### config.mk
export PLATFORM = sky130hd
export DESIGN_NAME = dot4_acc_flat
export DESIGN_NICKNAME = d
export VERILOG_FILES = /design/src/rtl/dot4_acc_pkg.sv /design/src/rtl/dot4_acc_if.sv /design/src/rtl/mul4.sv /design/src/rtl/dot4_acc.sv /design/src/flat_wrapper.sv
export SDC_FILE = /design/constraint.sdc
export NUM_CORES = 1
export LEC_CHECK = 0
export CORE_MARGIN = 2
export CORE_UTILIZATION = 24
export CTS_BUF_LIST = sky130_fd_sc_hd__clkbuf_4
export CTS_CLUSTER_DIAMETER = 60
export CTS_CLUSTER_SIZE = 16
export DETAILED_ROUTE_END_ITERATION = 16
export GPL_TIMING_DRIVEN = 0
export PLACE_DENSITY = 0.44
export SYNTH_ARGS = -nofsm -noshare
export SYNTH_HDL_FRONTEND = slang
export SYNTH_SLANG_ARGS = --single-unit
### constraint.sdc
create_clock -name ck -period 17 [get_ports ck]
set_clock_uncertainty 0.15 [all_clocks]
set_input_delay 3.4 -clock ck [delete_from_list [all_inputs] [get_ports ck]]
set_output_delay 3.4 -clock ck [all_outputs]
set_load 0.02 [all_outputs]
### src/rtl/dot4_acc_pkg.sv
// Shared state codes and default sizing for the dot4_acc streaming dot-product unit.
package dot4_acc_pkg;

    typedef enum logic {
        DOT_ACCUM = 1'b0,
        DOT_HOLD  = 1'b1
    } dot_state_e;

    localparam int DOT_N_TERMS_DEF = 4;
    localparam int DOT_ACC_W_DEF   = 12;

endpackage

### src/rtl/dot4_acc_if.sv
// Operand-in / result-out handshake bundle of dot4_acc; master is the producer/consumer side.
interface dot4_acc_if
    import dot4_acc_pkg::*;
#(
    parameter int ACC_W = DOT_ACC_W_DEF
) ();

    logic             clr;
    logic             in_valid;
    logic             in_ready;
    logic [3:0]       a;
    logic [3:0]       b;
    logic             out_valid;
    logic             out_ready;
    logic [ACC_W-1:0] sum;
    logic             ovf;

    modport master (
        output clr, in_valid, a, b, out_ready,
        input  in_ready, out_valid, sum, ovf
    );

    modport slave (
        input  clr, in_valid, a, b, out_ready,
        output in_ready, out_valid, sum, ovf
    );

endinterface

### src/rtl/mul4.sv
// Unsigned 4x4 multiplier, purely combinational: s = a * b.
module mul4 (
    output logic [7:0] s,
    input  logic [3:0] a,
    input  logic [3:0] b
);

    always_comb begin
        s = 8'd0;
        for (int i = 0; i < 4; i++) begin
            if (b[i]) begin
                s = s + (8'(a) << i);
            end
        end
    end

endmodule

### src/rtl/dot4_acc.sv
// Accumulates N_TERMS products a*b and presents the sum; result valid 1 cycle after the last accept.
// Backpressure: while a result waits for out_ready, in_ready is low and no operand pair is taken.
module dot4_acc
    import dot4_acc_pkg::*;
#(
    parameter int N_TERMS = DOT_N_TERMS_DEF,
    parameter int ACC_W   = DOT_ACC_W_DEF
) (
    input  logic       ck,
    input  logic       rst_n,
    dot4_acc_if.slave  bus
);

    localparam int              CNT_W = $clog2(N_TERMS) + 1;
    localparam logic [CNT_W-1:0] LAST = CNT_W'(N_TERMS - 1);

    dot_state_e       state_q, state_d;
    logic [CNT_W-1:0] cnt_q, cnt_d;
    logic [ACC_W-1:0] acc_q, acc_d;
    logic             ovf_acc_q, ovf_acc_d;
    logic [ACC_W-1:0] sum_q, sum_d;
    logic             ovf_q, ovf_d;

    logic [7:0]       prod;
    logic [ACC_W:0]   add_full;
    logic             carry;

    mul4 u_mul4 (
        .s (prod),
        .a (bus.a),
        .b (bus.b)
    );

    // One extra bit on the adder exposes the carry out of ACC_W.
    assign add_full = {1'b0, acc_q} + {{(ACC_W - 7){1'b0}}, prod};
    assign carry    = add_full[ACC_W];

    always_comb begin
        state_d   = state_q;
        cnt_d     = cnt_q;
        acc_d     = acc_q;
        ovf_acc_d = ovf_acc_q;
        sum_d     = sum_q;
        ovf_d     = ovf_q;

        if (state_q == DOT_ACCUM) begin
            if (bus.clr) begin
                cnt_d     = '0;
                acc_d     = '0;
                ovf_acc_d = 1'b0;
            end else if (bus.in_valid) begin
                if (cnt_q == LAST) begin
                    sum_d     = add_full[ACC_W-1:0];
                    ovf_d     = ovf_acc_q | carry;
                    state_d   = DOT_HOLD;
                end else begin
                    acc_d     = add_full[ACC_W-1:0];
                    cnt_d     = cnt_q + 1'b1;
                    ovf_acc_d = ovf_acc_q | carry;
                end
            end
        end else begin
            // clr has no effect here; only the result handshake leaves HOLD.
            if (bus.out_ready) begin
                state_d   = DOT_ACCUM;
                cnt_d     = '0;
                acc_d     = '0;
                ovf_acc_d = 1'b0;
            end
        end
    end

    always_ff @(posedge ck) begin
        if (!rst_n) begin
            state_q   <= DOT_ACCUM;
            cnt_q     <= '0;
            acc_q     <= '0;
            ovf_acc_q <= 1'b0;
            sum_q     <= '0;
            ovf_q     <= 1'b0;
        end else begin
            state_q   <= state_d;
            cnt_q     <= cnt_d;
            acc_q     <= acc_d;
            ovf_acc_q <= ovf_acc_d;
            sum_q     <= sum_d;
            ovf_q     <= ovf_d;
        end
    end

    assign bus.in_ready  = (state_q == DOT_ACCUM);
    assign bus.out_valid = (state_q == DOT_HOLD);
    assign bus.sum       = sum_q;
    assign bus.ovf       = ovf_q;

endmodule

### src/flat_wrapper.sv
// flat-port wrapper written by rule: the top's interface ports become plain ports
module dot4_acc_flat import dot4_acc_pkg::*;
#(
    parameter int N_TERMS = DOT_N_TERMS_DEF,
    parameter int ACC_W   = DOT_ACC_W_DEF
)
  (ck, rst_n, bus_clr, bus_in_valid, bus_a, bus_b, bus_out_ready, bus_in_ready, bus_out_valid, bus_sum, bus_ovf);
  dot4_acc_if #(.ACC_W(ACC_W)) bus_i ();
  input  logic ck;
  input  logic rst_n;
  input wire logic [$bits(bus_i.clr)-1:0] bus_clr;
  input wire logic [$bits(bus_i.in_valid)-1:0] bus_in_valid;
  input wire logic [$bits(bus_i.a)-1:0] bus_a;
  input wire logic [$bits(bus_i.b)-1:0] bus_b;
  input wire logic [$bits(bus_i.out_ready)-1:0] bus_out_ready;
  output wire logic [$bits(bus_i.in_ready)-1:0] bus_in_ready;
  output wire logic [$bits(bus_i.out_valid)-1:0] bus_out_valid;
  output wire logic [$bits(bus_i.sum)-1:0] bus_sum;
  output wire logic [$bits(bus_i.ovf)-1:0] bus_ovf;
  assign bus_i.clr = bus_clr;
  assign bus_i.in_valid = bus_in_valid;
  assign bus_i.a = bus_a;
  assign bus_i.b = bus_b;
  assign bus_i.out_ready = bus_out_ready;
  assign bus_in_ready = bus_i.in_ready;
  assign bus_out_valid = bus_i.out_valid;
  assign bus_sum = bus_i.sum;
  assign bus_ovf = bus_i.ovf;
  dot4_acc #(.N_TERMS(N_TERMS), .ACC_W(ACC_W)) u_core (.ck(ck), .rst_n(rst_n), .bus(bus_i));
endmodule
==> results_dict.tcl, run 1 <==
set metrics [dict create \
    result_of_the_run "finished, final reports clean" \
    die_h_um 103 \
    post-synth-top-area-cell "dfxtp_1" \
    cts.root.buffer_cell "clkbuf_4" \
    overall_power_uw 188 \
    postCtsSetupBuffers 0 \
    die_area_um2 10600 \
    diodes_inserted 0 \
    floorplan.core_area_um2 9640 \
    clock-sinks 30 \
    first_global_vias 2068 \
    n_fill_cell 1079 \
    post-synth-top-count-cell "nand2_1" \
    cts_hold_repair.buffers 0 \
    placed_cells 439 \
    total_of_flip_flops_plus_latches_after_synthesis 30 \
    clock_tree.htree_level_count 2 \
    tritoncts "done" \
    grt-ovfl-total 0 \
    cts_made_buffers 5 \
    grt_start_max_net_pins 11 \
    worstHoldPathType "register to register" \
    max_freq_mhz 113 \
    nNetsFinal 349 \
    area_growth_syn_to_layout_pct 19.7 \
    ctsResizeCount 0 \
    gr-usage-all-layers 0.119 \
    setup.worst_path.start_class "primary input" \
    detail_route.vias_per_cell 4.65 \
    route.vias.total 2080 \
    timing.critical_path.slowest_cell_delay_ps 590 \
    timing_worst_setup_path_type "primary input to register" \
    arrival_ps 8900 \
    synth_ff_type "dfxtp_1" \
    worstPathRequired_ps 17070 \
    finalCritPeriodShare 0.519 \
    rsz0062_at_grt "no" \
    drc 0 \
    syn_avg_cell_area_um2 8.31 \
    final_layout_size_suffix_gt1_frac 0.0892 \
    timing.critical_path.fanout_max 7 \
    synth.cells.most_frequent "nand2_1 (34), dfxtp_1 (30), ha_1 (19)" \
    max-vdd-ir-drop_v 0.0000482 \
    leakage_nw 1.08 \
    whs_ps 319 \
    number_of_antenna_violations_at_the_first_check_in_global_routing 0 \
    boundaryPins 28 \
    slew-limit-headroom 0.698 \
    setup_violations 0 \
    finish.cell_count_without_fillers 447 \
    drtPass1Iterations 4 \
    setup.worst_path.end_class "register" \
    postSynthNetCount 320 \
    summed_instance_area_of_the_synthesized_netlist_um2 2360 \
    place_hpwl_um 4620 \
    fin_crit_ps 8830 \
    syn_inst 284 \
    maxcap_viol_count 0 \
    cts.clk_slew.worst_paths_ps 110 \
    start_util 0.245 \
    ys_seq_area_frac 0.255 \
    first_iter_violations 114 \
    post-place-ws_ps 7870 \
    post_synth_main_area_contributors "dfxtp_1 (25%), ha_1 (10%), nand2_1 (5.4%)" \
    clk_path_buf_depth 2 \
    final_max_slew_viol_count 0 \
    finalWirelength_um 6020 \
    hold_violation_count_in_the_final_report 0 \
    port_buffers 22 \
    place.gp.congestion 0.806 \
    ys_warn_count 0 \
    post-route-worst-setup-slack_ps 8170 \
    post_synth_num_cell_types 61 \
    wl_per_cell_um 13.5 \
    residual_antenna_violating_net_count_after_detailed_routing 0 \
    core.rowCount 36 \
    post_synth_arst_share 0 \
    setup_tns_ps 0 \
    synth_largest_type_area_fraction 0.255 \
    synth-edff-count 0 \
    timing_worst_slew_pin_value_ps 453 \
    insertion_delay_ps 330 \
    power-per-cell-area_nw_per_um2 66.6 \
    timing.critical_path.slowest_stage_cell "clkdlybuf4s50_1" \
    die_width_um 103 \
    first_pass_grt_wire_length_um 10100 \
]
critical path, delay by kind of cell:
kind,cells,cell delay [ps]
buf+inv,3,720
fa+ha+maj,5,1570
compound gates,8,1700
simple gates,5,670
mux,1,150
xor+xnor,4,660
metal layers:
| metal | global-route usage | up-vias | wire [um] |
|---|---|---|---|
| met5 | 0 | - | 0 |
| met4 | 0.0273 | 0 | 55 |
| met3 | 0.0183 | 6 | 215 |
| met2 | 0.199 | 30 | 2760 |
| met1 | 0.163 | 959 | 3000 |
| li1 | - | 1085 | - |
area by class of cell:
class                      count  area (um^2)  share of cell area
sequential                    30          601               0.213
tap                          133          166              0.0589
clock inverter                 3         40.0              0.0142
inverter                      16         60.1              0.0213
multi-input combinational    222         1590               0.563
clock buffer                   5         37.5              0.0133
buffer                        16          110              0.0390
timing repair buffer          22          220              0.0780
flip-flops by register name, summed over array words and instances, names as in the netlist:
register,cells
u_core.acc_q,12
u_core.bus.out_valid,1
u_core.bus.sum,12
u_core.ovf_acc_q,1
u_core.bus.ovf,1
u_core.cnt_q,3
power breakdown:
part	leakage (nW)	total (mW)	internal [mW]	switching, mW
sequential	0.242	0.0726	0.0717	0.000945
clock	0.0450	0.0577	0.0304	0.0272
combinational	0.793	0.0577	0.0249	0.0327
total	1.08	0.188	0.127	0.0609
metrics by stage:
| step | util | area [um^2] |
|---|---|---|
| 3_5_place_dp | 0.285 | 2750 |
| 2_1_floorplan | - | 2360 |
| 6_report | 0.293 | 2820 |
| 5_1_grt | 0.293 | 2820 |
| 4_1_cts | 0.293 | 2820 |
| 3_3_place_gp | 0.285 | 2750 |
worst paths after layout:
kind | startpoint | end | cells after the start | slack (ps)
worst max-delay path | bus_a[1] | u_core.bus.sum[9]$_SDFFE_PN0P_ | 26 | 8170
worst min-delay path | u_core.bus.sum[3]$_SDFFE_PN0P_ | u_core.bus.sum[3]$_SDFFE_PN0P_ | 2 | 320
worst max register to register | u_core.acc_q[0]$_SDFFE_PN0P_ | u_core.acc_q[8]$_SDFFE_PN0P_ | 8 | 14610
worst min register to register | u_core.bus.sum[3]$_SDFFE_PN0P_ | u_core.bus.sum[3]$_SDFFE_PN0P_ | 2 | 320
placed cells by master (no fill, tap or decap), types with 5 or more instances in the layout:
cell / count
and2_1: 5
clkbuf_4: 5
o21ai_0: 17
inv_1: 16
nand3_1: 9
nor2b_1: 10
clkdlybuf4s50_1: 22
o21a_1: 6
buf_2: 5
xor2_1: 5
a31oi_1: 6
a21boi_0: 5
a21oi_1: 13
nor2_1: 7
xnor2_1: 6
ha_1: 19
dfxtp_1: 30
nand2_1: 34
mux2i_1: 5
kinds of logic (layout without fill, tap and decap cells):
family	count (synthesis)	count (layout)	synth area share
AO/OA/AOI/OAI	92	92	0.275
XOR/XNOR	11	11	0.0408
adder cells (fa/ha/maj)	23	23	0.135
buffers and inverters	32	62	0.0721
flip-flops	30	30	0.255
multiplexers	7	7	0.0308
AND/OR/NAND/NOR	89	89	0.192
Note: power is estimated with default switching activity, not from simulation.
==> run 2: changes to the inputs <==
--- a/config.mk
+++ b/config.mk
@@ -12,7 +12,7 @@
 export CTS_CLUSTER_SIZE = 16
 export DETAILED_ROUTE_END_ITERATION = 16
 export GPL_TIMING_DRIVEN = 0
-export PLACE_DENSITY = 0.44
+export PLACE_DENSITY = 0.45
 export SYNTH_ARGS = -nofsm -noshare
 export SYNTH_HDL_FRONTEND = slang
 export SYNTH_SLANG_ARGS = --single-unit
==> constraint.sdc (replaced) <==
create_clock -name ck -period 7.99 [get_ports ck]
set_clock_uncertainty 0.15 [all_clocks]
set_input_delay 1.598 -clock ck [delete_from_list [all_inputs] [get_ports ck]]
set_output_delay 1.598 -clock ck [all_outputs]
set_load 0.02 [all_outputs]
==> results_dict.tcl, run 2 (synthesis gave the netlist of run 1 again) <==
set metrics [dict create \
    place.gp.congestion 0.848 \
    netSwitchingPower_uw 128 \
    max-vdd-ir-drop_v 0.000120 \
    place_hpwl_um 4600 \
    pwr-share-seq 0.388 \
    power.share.clock 0.307 \
    setup.worst_path.end_class "register" \
    grt_start_max_net_pins 11 \
    slew-limit-headroom 0.685 \
    finalWirelength_um 6040 \
    diodes_inserted 0 \
    start_util 0.245 \
    timing.critical_path.fanout_max 7 \
    final_max_slew_viol_count 0 \
    nNetsFinal 349 \
    cts_made_buffers 5 \
    postCtsSetupBuffers 0 \
    cts_hold_repair.buffers 0 \
    result_of_the_run "finished, final reports clean" \
    residual_antenna_violating_net_count_after_detailed_routing 0 \
    die_width_um 103 \
    insertion_delay_ps 340 \
    floorplan.core_area_um2 9640 \
    max_freq_mhz 143 \
    power-per-cell-area_nw_per_um2 141 \
    most_frequent_standard_cell_in_the_layout_excluding_fill_and_tap_cells "nand2_1" \
    drc 0 \
    drtPass1Iterations 4 \
    clk_path_buf_depth 2 \
    detail_route.vias_per_cell 4.70 \
    clock_tree.htree_level_count 2 \
    grt-ovfl-total 0 \
    core.rowCount 36 \
    cts.root.buffer_cell "clkbuf_4" \
    gr-usage-all-layers 0.124 \
    first_global_vias 2093 \
    route.vias.total 2103 \
    final_layout_size_suffix_gt1_frac 0.0892 \
    ctsResizeCount 0 \
    layout.cell_area.non_filler_um2 2820 \
    fin_crit_ps 6980 \
    number_of_antenna_violations_at_the_first_check_in_global_routing 0 \
    first_pass_grt_wire_length_um 10300 \
    tritoncts "done" \
    mostFrequentLayoutCells "nand2_1 (34), dfxtp_1 (30), clkdlybuf4s50_1 (22)" \
    clock-sinks 30 \
    placed_area_um2 2750 \
    worstPathRequired_ps 8080 \
    setup_tns_ps 0 \
    boundaryPins 28 \
    timing_worst_setup_path_type "primary input to register" \
    maxcap_viol_count 0 \
    worstHoldPathType "register to register" \
    die_h_um 103 \
    die_area_um2 10600 \
    hold_violation_count_in_the_final_report 0 \
    first_iter_violations 85 \
    arrival_ps 7070 \
    setup_violations 0 \
    comb_power_share 0.305 \
    port_buffers 22 \
    timing_worst_slew_pin_value_ps 472 \
    setup.worst_path.start_class "primary input" \
    area_growth_syn_to_layout_pct 19.7 \
    leakage_nw 1.08 \
    wl_per_cell_um 13.5 \
    rsz0062_at_grt "no" \
    p_sw_frac 0.321 \
    cell_internal_pwr_uw 270 \
    finalCritPeriodShare 0.874 \
    cts.clk_slew.worst_paths_ps 100 \
]
run 2: cell counts in the layout (fill, tap and decap cells not counted):
No cell type changed its count.
run 2: metal layers:
metal	wire [um]	global-route usage	vias up
met2	2730	0.211	32
li1	-	-	1090
met4	74	0.0334	0
met5	0	0	-
met1	3050	0.163	975
met3	188	0.0197	6
run 2: worst paths after layout:
kind / start / endpoint / slack, ps / cells past startpoint
max: bus_a[1] / u_core.bus.sum[9]$_SDFFE_PN0P_ / 1010 / 27
min: u_core.bus.sum[3]$_SDFFE_PN0P_ / u_core.bus.sum[3]$_SDFFE_PN0P_ / 310 / 2
max reg2reg: u_core.acc_q[0]$_SDFFE_PN0P_ / u_core.acc_q[10]$_SDFFE_PN0P_ / 5570 / 8
min reg2reg: u_core.bus.sum[3]$_SDFFE_PN0P_ / u_core.bus.sum[3]$_SDFFE_PN0P_ / 310 / 2
run 2: final cells by class:
| type | instances | area, um^2 |
|---|---|---|
| Clock buffer | 5 | 37.5 |
| Timing Repair Buffer | 22 | 220 |
| Fill cell | 1071 | 6820 |
| Clock inverter | 3 | 40.0 |
| Tap cell | 133 | 166 |
| Buffer | 16 | 110 |
| Multi-Input combinational cell | 222 | 1590 |
| Inverter | 16 | 60.1 |
| Sequential cell | 30 | 601 |
run 2: worst max-delay path, stage by stage:
cell             delay [ps]
clkdlybuf4s50_1         610
nand2_1                 110
inv_1                    60
ha_1                    200
inv_1                    70
fa_1                    390
xnor2_1                 150
nand2_1                  80
xor2_1                  230
inv_1                    90
fa_1                    440
xnor2_1                 150
nand2_1                  70
xor2_1                  290
inv_1                    80
ha_1                    270
a21o_1                  170
a21oi_1                 170
xnor2_1                  90
a21oi_1                 130
o31ai_1                 110
ha_1                    390
a2111oi_0               440
o211ai_1                210
nand4_1                 200
xor2_1                  180
a21oi_1                  90
run 2: power groups by stage:
stage	clock network (mW)	registers, mW	logic [mW]
after global placement	0	0.158	0.121
after global routing	0.132	0.155	0.140
after detailed placement	0	0.158	0.122
final	0.122	0.154	0.121
after CTS	0.126	0.155	0.123
after floorplan	0	0.157	0.0944
run 2: stage by stage:
stage | std cells | hold WS, ps | total power, mW | worst slack, ps | utilization
after floorplan | 284 | 290 | 0.252 | 1640 | -
after global placement | 439 | 297 | 0.279 | 631 | 0.285
after detailed placement | 439 | 306 | 0.280 | 691 | 0.285
after CTS | 447 | 321 | 0.404 | 1000 | 0.293
after global routing | 447 | 338 | 0.427 | 381 | 0.293
final | 447 | 312 | 0.398 | 1010 | 0.293
